==> config.mk <==
export PLATFORM = sky130hd
export DESIGN_NAME = race_input_encoder
export DESIGN_NICKNAME = d
export VERILOG_FILES = /design/src/rtl/race_input_pkg.sv /design/src/rtl/hid_slot_decode.sv /design/src/rtl/race_input_encoder.sv
export SDC_FILE = /design/constraint.sdc
export NUM_CORES = 1
export LEC_CHECK = 0
export CAP_MARGIN = 30
export CORE_MARGIN = 10
export CORE_UTILIZATION = 27
export CTS_BUF_LIST = sky130_fd_sc_hd__clkbuf_16
export CTS_CLUSTER_DIAMETER = 80
export DETAILED_ROUTE_END_ITERATION = 6
export HOLD_SLACK_MARGIN = 0.02
export SLEW_MARGIN = 20
export SYNTH_ARGS = -nofsm -noshare
export SYNTH_HDL_FRONTEND = slang
export SYNTH_SLANG_ARGS = --single-unit
==> constraint.sdc <==
create_clock -name frame_clk -period 7.7 [get_ports frame_clk]
set_input_delay 0.77 -clock frame_clk [delete_from_list [all_inputs] [get_ports frame_clk]]
set_output_delay 0.77 -clock frame_clk [all_outputs]
set_load 0.03 [all_outputs]
==> src/rtl/race_input_pkg.sv <==
// Shared key codes and start-FSM state type for the race input encoder slice.
package race_input_pkg;

  localparam logic [7:0] KEY_NONE  = 8'h00;
  localparam logic [7:0] KEY_W     = 8'h1A;
  localparam logic [7:0] KEY_A     = 8'h04;
  localparam logic [7:0] KEY_S     = 8'h16;
  localparam logic [7:0] KEY_D     = 8'h07;
  localparam logic [7:0] KEY_ENTER = 8'h28;

  typedef enum logic [1:0] {
    ST_IDLE,
    ST_PULSE,
    ST_HELD
  } start_state_t;

  function automatic logic is_drive_key(input logic [7:0] code);
    return (code == KEY_W) || (code == KEY_A) || (code == KEY_S) || (code == KEY_D);
  endfunction

endpackage

==> src/rtl/hid_slot_decode.sv <==
// Combinational decode of a six-slot HID report into the first drive key
// (slot0 has priority) and an any-slot Enter flag.
module hid_slot_decode
  import race_input_pkg::*;
(
  input  logic [47:0] keys,
  output logic [7:0]  drv,
  output logic        ent
);

  // Scan from slot5 down so the lowest-numbered drive slot is the one that sticks.
  always_comb begin
    drv = KEY_NONE;
    ent = 1'b0;
    for (int i = 5; i >= 0; i--) begin
      if (is_drive_key(keys[i*8 +: 8])) begin
        drv = keys[i*8 +: 8];
      end
      if (keys[i*8 +: 8] == KEY_ENTER) begin
        ent = 1'b1;
      end
    end
  end

endmodule

==> src/rtl/race_input_encoder.sv <==
// HID report -> debounced drive key (keycode_0) and start pulse (keycode_1) with stale-link guard.
// Optional Enter auto-repeat is built when KEYCODE_REPEAT_EN is defined.
module race_input_encoder
  import race_input_pkg::*;
#(
  parameter int TIMEOUT_FRAMES  = 30,
  parameter int REPEAT_FRAMES   = 45,
  parameter int DEBOUNCE_FRAMES = 2
) (
  input  logic        frame_clk,
  input  logic        Reset,
  input  logic        hid_valid,
  output logic        hid_ready,
  input  logic [47:0] hid_keys,
  output logic [7:0]  keycode_0,
  output logic [7:0]  keycode_1,
  output logic        stale
);

  localparam int TMO_W = $clog2(TIMEOUT_FRAMES + 1);
  localparam int CNT_W = $clog2(DEBOUNCE_FRAMES + 1);
  localparam logic [TMO_W-1:0] TMO_MAX = TMO_W'(TIMEOUT_FRAMES);
  localparam logic [CNT_W-1:0] CNT_MAX = CNT_W'(DEBOUNCE_FRAMES);

  logic             accept;
  logic [7:0]       drv;
  logic             ent;
  logic [TMO_W-1:0] tmo;
  logic [TMO_W-1:0] tmo_inc;
  logic             go_stale;
  logic [7:0]       cand;
  logic [CNT_W-1:0] cnt;
  logic [CNT_W-1:0] cnt_next;
  logic             ent_last;
  logic             ent_eval;
  start_state_t     state;

`ifdef KEYCODE_REPEAT_EN
  localparam int RPT_W = $clog2(REPEAT_FRAMES + 1);
  localparam logic [RPT_W-1:0] RPT_MAX = RPT_W'(REPEAT_FRAMES);
  logic [RPT_W-1:0] rpt;
  logic [RPT_W-1:0] rpt_inc;
  assign rpt_inc = (rpt == RPT_MAX) ? rpt : rpt + 1'b1;
`endif

  hid_slot_decode u_decode (
    .keys (hid_keys),
    .drv  (drv),
    .ent  (ent)
  );

  assign accept   = hid_valid & hid_ready;
  assign tmo_inc  = (tmo == TMO_MAX) ? tmo : tmo + 1'b1;
  // Asserted on every idle edge that leaves (or keeps) the timeout saturated.
  assign go_stale = !accept && (tmo_inc == TMO_MAX);
  assign ent_eval = accept ? ent : ent_last;

  always_comb begin
    cnt_next = '0;
    if (drv == KEY_NONE) begin
      cnt_next = '0;
    end else if (drv == cand) begin
      cnt_next = (cnt == CNT_MAX) ? cnt : cnt + 1'b1;
    end else begin
      cnt_next = CNT_W'(1);
    end
  end

  always_ff @(posedge frame_clk or posedge Reset) begin
    if (Reset) begin
      hid_ready <= 1'b0;
      tmo       <= '0;
      stale     <= 1'b0;
    end else begin
      hid_ready <= 1'b1;
      if (accept) begin
        tmo   <= '0;
        stale <= 1'b0;
      end else begin
        tmo   <= tmo_inc;
        stale <= (tmo_inc == TMO_MAX);
      end
    end
  end

  // Drive debounce: the old key keeps showing until the new one has been seen enough times.
  always_ff @(posedge frame_clk or posedge Reset) begin
    if (Reset) begin
      cand      <= KEY_NONE;
      cnt       <= '0;
      keycode_0 <= KEY_NONE;
    end else if (accept) begin
      cand <= drv;
      cnt  <= cnt_next;
      if (drv == KEY_NONE) begin
        keycode_0 <= KEY_NONE;
      end else if (cnt_next == CNT_MAX) begin
        keycode_0 <= drv;
      end
    end else if (go_stale) begin
      cand      <= KEY_NONE;
      cnt       <= '0;
      keycode_0 <= KEY_NONE;
    end
  end

  always_ff @(posedge frame_clk or posedge Reset) begin
    if (Reset) begin
      state     <= ST_IDLE;
      keycode_1 <= KEY_NONE;
      ent_last  <= 1'b0;
`ifdef KEYCODE_REPEAT_EN
      rpt       <= '0;
`endif
    end else begin
      if (accept) begin
        ent_last <= ent;
      end
      if (go_stale) begin
        state     <= ST_IDLE;
        keycode_1 <= KEY_NONE;
        ent_last  <= 1'b0;
      end else begin
        case (state)
          ST_IDLE: begin
            keycode_1 <= KEY_NONE;
            if (accept && ent) begin
              state     <= ST_PULSE;
              keycode_1 <= KEY_ENTER;
            end
          end
          // Pulse lasts one frame whether or not a report arrives; fall back on the last one.
          ST_PULSE: begin
            keycode_1 <= KEY_NONE;
            if (ent_eval) begin
              state <= ST_HELD;
`ifdef KEYCODE_REPEAT_EN
              rpt   <= '0;
`endif
            end else begin
              state <= ST_IDLE;
            end
          end
          ST_HELD: begin
            keycode_1 <= KEY_NONE;
            if (accept && !ent) begin
              state <= ST_IDLE;
            end
`ifdef KEYCODE_REPEAT_EN
            else if (rpt_inc == RPT_MAX) begin
              state     <= ST_PULSE;
              keycode_1 <= KEY_ENTER;
            end else begin
              rpt <= rpt_inc;
            end
`endif
          end
          default: begin
            state     <= ST_IDLE;
            keycode_1 <= KEY_NONE;
          end
        endcase
      end
    end
  end

endmodule

==> results.txt, run 1 <==
The run finished with clean final reports. By startpoint and endpoint, the worst setup path is classified as in2reg. The via count of the first global-routing pass is ~2,300.

The critical path goes through clkdlybuf4s50_1 > nand3b_1 > a2111oi_4 > a21oi_1 > a221oi_1 > o31a_1 > mux2i_1 > nand4_1 > or4b_1 > a21o_1 > a22o_1. The half-perimeter wire length of the detailed placement result came out at 5410 um. The detailed-route DRC error count came out at 0. The required time reported for the critical path endpoint is 7860 ps. The maximum number of pins on one net before global-route repair is 30.

The worst min-delay path class is reg2reg. The mapped netlist covers 2270 um^2. In this run the deepest clock path goes through 2 buffers.

The power density over the cells is 173 nW/um^2. For this block, the routed nets add up to 6710 um of wire. At the end of routability-driven placement, the weighted congestion stood at 0.878. The post-cts hold buffer count came out at 0. After routing the design area is 3160 um^2. The full die area is 12,500 um^2.

The final net count came out at 381. The max-slew violation total from the final report came out at 0. The slack of the critical path is 3720 ps.

In this run, the number of DRC markers left after iteration 0 of detailed routing was 145. The count of warnings emitted by yosys is 0. The static leakage power came out at between 1 and 1.5 nW. Setup repair after global routing left no endpoint under its margin. For this run, the leading register cell type out of synthesis is sky130_fd_sc_hd__dfrtp_1.

The register area share after synthesis is 31.9%. For the final routed database, the setup TNS stands at 0 ps. The count of buffering cells on the critical path with inverters included came out at 1.

The die width is 112 um. The kind of cell adding the most delay to the critical path is compound AO/OA/AOI/OAI gates. Counting flops with an async set or reset pin after synthesis yields a share of between 90% and 100%. From bottom edge to top edge, the die measures 112 um. The share of cells above drive strength 1 is roughly 7.9%. The number of gates resized after CTS is 0. The initial antenna violation count is 0. The clock latency on the worst-skew pair came out at 270 ps. The number of port buffers is 62. Counting distinct cell types in the post-synthesis netlist gives between 60 and 70. The sum of overflow across all layers after global routing came out at 0. The clock period minus worst slack came out at 3980 ps. For this run, the total global-route usage over all layers was measured as a little over a tenth.

In this run, synthesis produced a sequential element count of 29. The routed length per placed instance is 15.5 um. The post-placement setup slack came out at 3460 ps. Headroom to the max-slew limit came out at around 53%. STA classifies the critical path startpoint as an input pin. The wire length of the first global-routing pass is 11,200 um. The final antenna diode count came out at 0.

Once the floorplan was initialized, standard cells occupied 27.7% of the core. The core outline area is approximately 8000 um^2. The largest fanout on the critical path came out at 8. For the pin with the worst max-slew slack, the measured transition is 693 ps. The number of max-cap violations is 0. Detailed routing inserted a total of 2,211 vias.

The mean area per synthesized cell is 8.57 um^2. The highest achievable clock rate is about 250 MHz. Compared with the post-synthesis result, the final layout area differs by 39.1%.

In this run the clock root is driven by a sky130_fd_sc_hd__clkbuf_16. The number of detailed-route iterations in the first pass is 5. The clock skew after layout came out at 2.50 ps.

The H-tree generated during clock tree synthesis spans 2 levels. The share of the clock period used by the worst path after layout came out at 51.7%. The clock transition at the registers of the reported paths came out at 50 ps. The synthesized design contains 0 enable-type register cells. After layout, the design draws a total of ~0.55 mW. TritonCTS built the clock tree. The number of failing setup endpoints in the final timing report is 0. In the layout the commonest cells are 62 x sky130_fd_sc_hd__clkdlybuf4s50_1, 29 x sky130_fd_sc_hd__dfrtp_1, 18 x sky130_fd_sc_hd__nor2_1, 16 x sky130_fd_sc_hd__nand3_1.

STA classifies the critical path endpoint as a flop. The number of core rows is 33. The slowest stage of the critical path belongs to the cell sky130_fd_sc_hd__clkdlybuf4s50_1. The number of top-level design ports is 69. The CTS sink count came out at 29. Leaving out fill and tap cells, the most frequent cell in the layout is sky130_fd_sc_hd__clkdlybuf4s50_1. The maximum resistive drop on vdd is 0.162 mV.

STA puts the critical path data arrival time at 4140 ps. Clock tree synthesis inserted a total of 5 buffers. The final core area utilization is between 30% and 40%. The placed instances occupy a cell area of 2970 um^2.

The number of endpoints with negative hold slack in the final report is 0. The post-synthesis cell count is between 200 and 300. The per-cell via count in the routed design is 5.11.

The stage delay of the slowest cell on the critical path came out at between 500 and 600 ps. The number of setup buffers added after CTS came out at 0. The number of nets still failing antenna checks after routing came out at 0.
[where the power goes]
group	leakage (nW)	switching [mW]	internal, mW
logic	0.757	0.0590	0.0574
clock network	0.0938	0.0663	0.184
registers	0.393	0.0134	0.165
[sequential cells by signal (all words and copies together) (netlist names)]
signal / count
hid_ready: 1
keycode_1: 1
cand: 8
tmo: 5
cnt: 2
stale: 1
keycode_0: 8
ent_last: 1
state: 2
[cell families after synthesis]
group	after synthesis	share of synthesized area (%)
compound gates	69	23.1
xor+xnor	9	3.47
fa+ha+maj	4	2.15
buf+inv	20	4.52
flops	29	31.9
mux	5	2.26
other cells	2	0.331
simple gates	127	32.3
[path summary, 6_finish.rpt]
kind	start	to	slack (ps)	depth (start not counted)
max	hid_keys[36]	keycode_0[1]	3720	11
min	cnt[0]	cnt[0]	470	2
min in group asynchronous	Reset	hid_ready	880	2
min reg2reg	cnt[0]	cnt[0]	470	2
max in group asynchronous	Reset	keycode_0[6]	6420	2
max reg2reg	cand[4]	keycode_0[1]	4920	8
[worst min-delay path, cell delays in order (launching register included)]
cell and delay [ps]:
sky130_fd_sc_hd__dfrtp_1 340, sky130_fd_sc_hd__nand2_1 50, sky130_fd_sc_hd__nand2_1 50
[cell type report]
class | instances | area [um^2]
multi-input cells | 221 | 1460
clock inverters | 3 | 65.1
repair buffers | 62 | 621
inverters | 8 | 30.0
well taps | 105 | 131
fillers | 803 | 5060
clock buffers | 5 | 125
flip-flops and latches | 29 | 726
[Yosys cell counts (5+ instances only)]
master / n / area share, %
sky130_fd_sc_hd__dfrtp_1: 29 / 32
sky130_fd_sc_hd__nor2_1: 18 / 3.0
sky130_fd_sc_hd__nand3_1: 16 / 3.5
sky130_fd_sc_hd__nand2_1: 15 / 2.5
sky130_fd_sc_hd__o21ai_0: 15 / 3.3
sky130_fd_sc_hd__nand2b_1: 12 / 3.3
sky130_fd_sc_hd__nor3_1: 12 / 2.6
sky130_fd_sc_hd__a31oi_1: 8 / 2.2
sky130_fd_sc_hd__and2_1: 7 / 1.9
sky130_fd_sc_hd__buf_4: 7 / 2.3
sky130_fd_sc_hd__inv_1: 7 / 1.2
sky130_fd_sc_hd__nand3b_1: 7 / 2.3
sky130_fd_sc_hd__and3_1: 6 / 1.7
sky130_fd_sc_hd__a21oi_1: 5 / 1.1
sky130_fd_sc_hd__nor4_1: 5 / 1.4
sky130_fd_sc_hd__xor2_1: 5 / 1.9
[through the flow]
step                      hold WS, ps  std cells
after detailed placement          461        425
after global placement            452        425
after global routing              506        433
after floorplan                   439        270
final                             468        433
after CTS                         472        433
[layer usage]
metal	wire, um	GRT usage (%)	share of wire (%)	vias to the layer above
met5	0	0	0	-
met2	2970	16.9	44	61
met4	48	2.06	0.72	0
met1	3320	13.7	49	1025
met3	364	2.74	5.4	6
li1	-	-	-	1119
No activity file was read; power rests on OpenSTA's default activity.
==> inputs of run 2 (changes only) <==
clock period = 3.43 ns   (was 7.7 ns; I/O delays follow)
==> run 2 against run 1 <==
Utilization is 6.8 points higher. Clock skew is essentially flat. Hold slack lost 79 ps. Total power increased by 110%. Largest cell class unchanged. Critical path depth grew 1. Cell area rose by 18%. Critical endpoint is now keycode_0[2].
==> results.txt, run 2 (synthesis gave the netlist of run 1 again) <==
The clock transition at the registers of the reported paths came to 50 ps (about the same). The clock skew after layout is 2.49 ps (-0.00455 ps). The number of failing setup endpoints in the final timing report is 0 (unchanged).

The maximum resistive drop on vdd came out at 0.349 mV (+120%). The number of port buffers came out at 62 (unchanged). The number of max-cap violations came out at 0 (unchanged).

Subtracting the final worst setup slack from the clock period gives 3290 ps. The worst setup path is captured at a flop. The tree is rooted in a sky130_fd_sc_hd__clkbuf_16. The critical setup path kind is in2reg. Dividing the final minimum period by the clock period gives between 90% and 100%. The number of vias after detailed routing is 2,503 (+13%). The max-slew violation total from the final report came out at 0 (unchanged). The die width came to 112 um (unchanged). The static leakage power came out at 1.57 nW (+26%).

The initial antenna violation count was 0 (unchanged). The area growth from synthesis to final layout came out at 63.6%. The final net count is 446 (+17%). The maximum level of the CTS H-tree is 2 (unchanged). The per-cell via count in the routed design is 5.03 (-1.6%).

Static timing analysis puts the maximum clock frequency at just over 300 MHz. The cell count after placement came out at 487 (+15%). The core outline area came out at 8220 um^2 (unchanged). The maximum number of pins on one net before global-route repair is 20 (-33%). The sum of overflow across all layers after global routing came to 0 (unchanged). The largest fanout on the critical path is 8 (unchanged). The arrival time at the worst endpoint is 3460 ps (-680 ps). The placer congestion estimate is 0.871 (-0.75%). The final core area utilization is 45.2% (+6.8 points).

In the final layout, the registers with the most flip-flops are cand x8, keycode_0 x8, tmo x5. The clock tree from TritonCTS is done. The required time reported for the critical path endpoint came out at 3590 ps (-4270 ps). The number of endpoints with negative hold slack in the final report was 0 (unchanged).

The number of nets still failing antenna checks after routing came out at 0 (unchanged). The flow ran to the end, and the final reports show no timing, DRC or antenna violations. The slack of the critical path is 136 ps (-3580 ps).

The final antenna diode count came out at 0 (unchanged). The number of detailed-route iterations in the first pass was 4 (-1). The number of DRC violations after detailed-routing iteration 0 came out at 101 (-30%). The detailed-route DRC error count is 0 (unchanged).

The top cell types in the final layout, fill and taps aside, are 64 x sky130_fd_sc_hd__buf_4, 61 x sky130_fd_sc_hd__clkdlybuf4s50_1, 29 x sky130_fd_sc_hd__dfrtp_1, 18 x sky130_fd_sc_hd__nor2_1, 16 x sky130_fd_sc_hd__nand3_1. The via count of the first global-routing pass is 2,503 (+9.2%). The CTS buffer count came out at 5 (unchanged). The full die area came out at 12,500 um^2 (unchanged). The met1 layer usage reported by global route came out at 14.6% (+0.92 points). met2 is the most crowded layer. The routed length per placed instance came out at 15.1 um (-2.6%). The routing usage on met3 came out at 3.01% (+0.27 points). The maximum clock insertion buffer count is 2 (unchanged).

The wire length of the first global-routing pass is 12,300 um (+9.9%). The worst min-delay path class is in2async. The CTS sink count is 29 (unchanged). The total routing usage reported by global routing came to 11.5% (+1.0 points). The sum of routed wire length over all layers is 7510 um (+12%). The most common library cell in the layout ignoring fill and taps is sky130_fd_sc_hd__buf_4.

The non-filler instance count after layout came out at 498 (+15%). The met2 track demand over resource in global routing came to 18.7% (+1.9 points). STA classifies the critical path startpoint as an input pin. The number of top-level design ports is 69 (unchanged). The final worst hold slack is 389 ps (-79.3 ps). The clock latency on the worst-skew pair is 280 ps (about the same).

The power density over the cells is 310 nW/um^2 (+79%). The post-placement setup slack came out at -311 ps (-3770 ps). The starting density of the core is 27.7% (unchanged).

The share of cells above drive strength 1 came out at 26.5% (+19 points). The number of core rows is 33 (unchanged). The overall die height is 112 um (unchanged). The half-perimeter wire length of the detailed placement result came out at 6020 um (+11%).
## run 2: final timing paths
kind | start | end | slack (ps) | depth (start not counted)
min in group frame_clk | cnt[0] | cnt[0] | 470 | 2
hold reg to reg | cnt[0] | cnt[0] | 470 | 2
setup reg to reg | cand[4] | keycode_0[2] | 660 | 8
max in group asynchronous | Reset | cand[2] | 2590 | 3
setup / recovery | hid_keys[35] | keycode_0[2] | 140 | 12
hold / removal | Reset | tmo[0] | 390 | 2
## run 2: stage by stage
stage	cell area [um^2]	TNS (ps)	power (mW)
2_1_floorplan	2290	0	0.554
3_3_place_gp	3430	-2400	0.710
3_5_place_dp	3460	-2360	0.719
4_1_cts	3610	0	1.15
5_1_grt	3720	-11.4	1.22
6_report	3720	0	1.15
## run 2: layout make-up
class | count | area [um^2]
fillers | 800 | 4500
clock buffers | 5 | 125
inverters | 8 | 30.0
repair buffers | 127 | 1130
clock inverters | 3 | 17.5
multi-input cells | 221 | 1560
well taps | 105 | 131
flip-flops and latches | 29 | 726
## run 2: what timing repair did
item / in CTS / in global routing
hold buffers: 0 / 0
resized for setup: 2 / 19
pin swaps: 0 / 6
cloned: 0 / 0
setup buffers: 0 / 3
endpoints found under the setup margin: 6 / 9
## run 2: layer usage
layer  share of wire [%]  up-vias
met5                   0        -
met2                  47       60
met4                 1.1        0
li1                    -     1252
met1                  47     1181
met3                 4.7       10
## run 2: worst max-delay path, cell delays in order
cell and delay, ps:
sky130_fd_sc_hd__clkdlybuf4s50_1 490, sky130_fd_sc_hd__nand3b_1 130, sky130_fd_sc_hd__a2111oi_4 360, sky130_fd_sc_hd__buf_4 200, sky130_fd_sc_hd__a21oi_2 70, sky130_fd_sc_hd__a221o_1 320
sky130_fd_sc_hd__a311oi_2 360, sky130_fd_sc_hd__a21o_2 160, sky130_fd_sc_hd__o21ai_2 60, sky130_fd_sc_hd__or4b_4 480, sky130_fd_sc_hd__a21o_4 240, sky130_fd_sc_hd__a22o_1 230
## run 2: where the power goes
| group | leakage [nW] | internal, mW | switching (mW) |
|---|---|---|---|
| combinational | 1.11 | 0.178 | 0.149 |
| clock | 0.0696 | 0.265 | 0.159 |
| sequential | 0.393 | 0.370 | 0.0306 |
==> inputs of run 3 (changes only) <==
PLACE_DENSITY_LB_ADDON = 0.1   (was not set)
REMOVE_ABC_BUFFERS = 1   (was not set)
==> run 3 against run 2 <==
Sequential share of layout area hardly changed. First-iteration DRC count fell by 35%. Sequential power about the same. Register-to-register slack better by 30 ps. Critical path depth is 1 lower. Final cell count increased by 1.4%. Global-route usage rose by 0.70 points. Cell area shrank 0.10%. Count of clock-buffer cells in the layout stayed put. Clock power shrank 4%. Critical endpoint is now keycode_0[1]. Highest routed layer unchanged.
==> results.txt, run 3 (synthesis gave the netlist of run 1 again) <==
The worst setup path is launched from an input pin. The CTS buffer count is 5 (unchanged). The final core area utilization came out at 45.2% (-0.046 points). The worst reg2reg path depth came out at 8 (unchanged). The number of vias after detailed routing came out at 2,472 (-1.2%). The share of cells above drive strength 1 came to 26.5% (+0.037 points). The fraction of power consumed by combinational cells came to 29.0% (+0.6 points). The run finished with clean final reports. The largest fanout on the critical path is 8 (unchanged). The clock skew after layout came out at 4.76 ps (+2.27 ps). STA classifies the critical path endpoint as a flop.

The full die area is 12,500 um^2 (unchanged). The power density over the cells came to 305 nW/um^2 (-1.4%). The root buffer cell chosen for the clock tree is sky130_fd_sc_hd__clkbuf_16. The overall power after layout came out at 1.13 mW (-1.5%).

The number of detailed-route iterations in the first pass is 4 (unchanged). The via count of the first global-routing pass is 2,499 (-0.16%). The number of top-level design ports came out at 69 (unchanged).

The worst flop-to-flop path endpoint is keycode_0[1]. The initial antenna violation count came out at 0 (unchanged). The min-delay analysis places its worst path in the category in2async. The slowest stage of the critical path is the sky130_fd_sc_hd__or4b_4 cell.

The clock transition at the registers of the reported paths is 50 ps (about the same). The setup slack of the most critical reg-to-reg path came to 690 ps (+30 ps). The total routing usage reported by global routing came out at 12.2% (+0.70 points). The per-cell via count in the routed design came to 4.90 (-2.6%). The clock latency on the worst-skew pair is 270 ps (about the same).

The startpoint identified for the worst register-to-register timing path is cand[4]. The starting density of the core is 27.7% (unchanged). The normalized max-slew margin came out at 66.4%. The number of failing setup endpoints in the final timing report is 0 (unchanged). In the final layout, the registers with the most flip-flops are cand x8, keycode_0 x8, tmo x5. The critical path goes through clkdlybuf4s50_1 > nor2b_1 > o22ai_1 > and3_1 > a311o_1 > a22oi_2 > xor2_1 > nand4_1 > or4b_4 > a21o_4 > a22o_1. The post-cts hold buffer count is 0 (unchanged).

The stage delay of the slowest cell on the critical path is 560 ps (+70 ps). The clock tree from TritonCTS is done. The share of power burned in the clock network is 35.7% (-1.1 points). By startpoint and endpoint, the worst setup path is classified as in2reg. The final design area excluding fillers came to 3710 um^2 (-0.10%). The die width is 112 um (unchanged). The maximum level of the CTS H-tree is 2 (unchanged). The detailed-route DRC error count came to 0 (unchanged).

The overall die height is 112 um (unchanged). The total negative setup slack is 0 ps (unchanged). The fraction of power spent switching nets is 28.6% (-0.81 points). The arrival time at the worst endpoint was 3430 ps (-30 ps).

The half-perimeter wire length of the detailed placement result is 6350 um (+5.4%). The sequential power share came out at 35.3% (+0.5 points). The number of DRC violations after detailed-routing iteration 0 is 66 (-35%). The sum of overflow across all layers after global routing is 0 (unchanged). The maximum number of pins on one net before global-route repair came out at 24 (+20%). The post-placement cell area was 3500 um^2 (+1.4%).

The number of nets still failing antenna checks after routing was 0 (unchanged). The core outline area came out at 8220 um^2 (unchanged). The internal portion of total power was 0.810 mW (-0.36%). The static leakage power was 1.60 nW (+2.0%). In the layout the commonest cells are 72 x sky130_fd_sc_hd__buf_4, 59 x sky130_fd_sc_hd__clkdlybuf4s50_1, 29 x sky130_fd_sc_hd__dfrtp_1, 18 x sky130_fd_sc_hd__nor2_1, 16 x sky130_fd_sc_hd__nand3_1. The number of port buffers is 62 (unchanged). The clock period minus worst slack came out at 3280 ps (-18.9 ps). The area growth from synthesis to final layout came out at 63.4%. The CTS sink count was 29 (unchanged). The max-slew violation total from the final report came to 0 (unchanged). The maximum resistive drop on vdd came out at 0.284 mV (-19%). The final antenna diode count came out at 0 (unchanged).

The placer congestion estimate came out at 0.791 (-9.2%). The library cell used most frequently in the layout, excluding fill and tap cells, is sky130_fd_sc_hd__buf_4. The wire length of the first global-routing pass is 12,800 um (+3.8%).

The measured slew at the worst slew-check pin came out at between 500 and 600 ps. The required time reported for the critical path endpoint is 3590 ps (about the same). The share of the clock period used by the worst path after layout is 95.5% (-0.55 points). The final net count came to 453 (+1.6%). The switching power came out at 0.324 mW (-4.2%). The sum of routed wire length over all layers came out at 7870 um (+4.8%). The maximum clock insertion buffer count came out at 2 (unchanged).

The number of max-cap violations came out at 0 (unchanged). The routed length per placed instance is 15.6 um (+3.4%). The highest achievable clock rate came out at 305 MHz (+0.58%).

The number of endpoints with negative hold slack in the final report came out at 0 (unchanged). The number of core rows came out at 33 (unchanged).
-- run 3: worst max-delay path: cells and delay by family --
family	cells	cell delay, ps
AND/OR/NAND/NOR	4	1150
XOR/XNOR	1	170
buffers and inverters	1	540
AO/OA/AOI/OAI	5	1240
-- run 3: what timing repair did --
item                                    CTS  global route
resized for setup                         0            18
endpoints found under the setup margin    0             9
buffers inserted                          0             1
-- run 3: power by group through the flow --
| stage | combinational [mW] | clock [mW] | sequential, mW |
|---|---|---|---|
| floorplan | 0.144 | 0 | 0.404 |
| global placement | 0.319 | 0 | 0.406 |
| detailed placement | 0.321 | 0 | 0.406 |
| CTS | 0.324 | 0.417 | 0.400 |
| global route | 0.361 | 0.434 | 0.406 |
| finish | 0.329 | 0.405 | 0.400 |
-- run 3: how the worst max path moves through the flow --
| stage | endpoint | start | cells after the start | slack (ps) |
|---|---|---|---|---|
| floorplan | keycode_0[1] | hid_keys[35] | 10 | 460 |
| global placement | keycode_0[2] | hid_keys[35] | 11 | -180 |
| detailed placement | keycode_0[1] | hid_keys[35] | 11 | -260 |
| CTS | keycode_0[1] | hid_keys[35] | 11 | 20 |
| global route | keycode_0[1] | hid_keys[30] | 12 | -7 |
| finish | keycode_0[1] | hid_keys[1] | 11 | 150 |
-- run 3: through the flow --
stage                     std cells  hold WS, ps  setup slack, ps
after global routing            505          330            -6.82
after floorplan                 258          421              460
final                           505          295              155
after CTS                       504          307             19.6
after global placement          496          451             -177
after detailed placement        496          459             -257
-- run 3: cell type report --
type	instances	area [um^2]
clock buffer	5	125
clock inverter	3	12.5
fill	813	4500
inverter	8	30.0
multi-input combinational	221	1520
sequential	29	726
tap	105	131
timing repair buffer	134	1170
-- run 3: metal layers --
layer	vias up	GRT usage (%)	wire, um
li1	1264	-	-
met1	1154	16.3	3910
met2	49	19.4	3610
met3	5	2.63	285
met4	0	2.83	66
met5	-	0	0
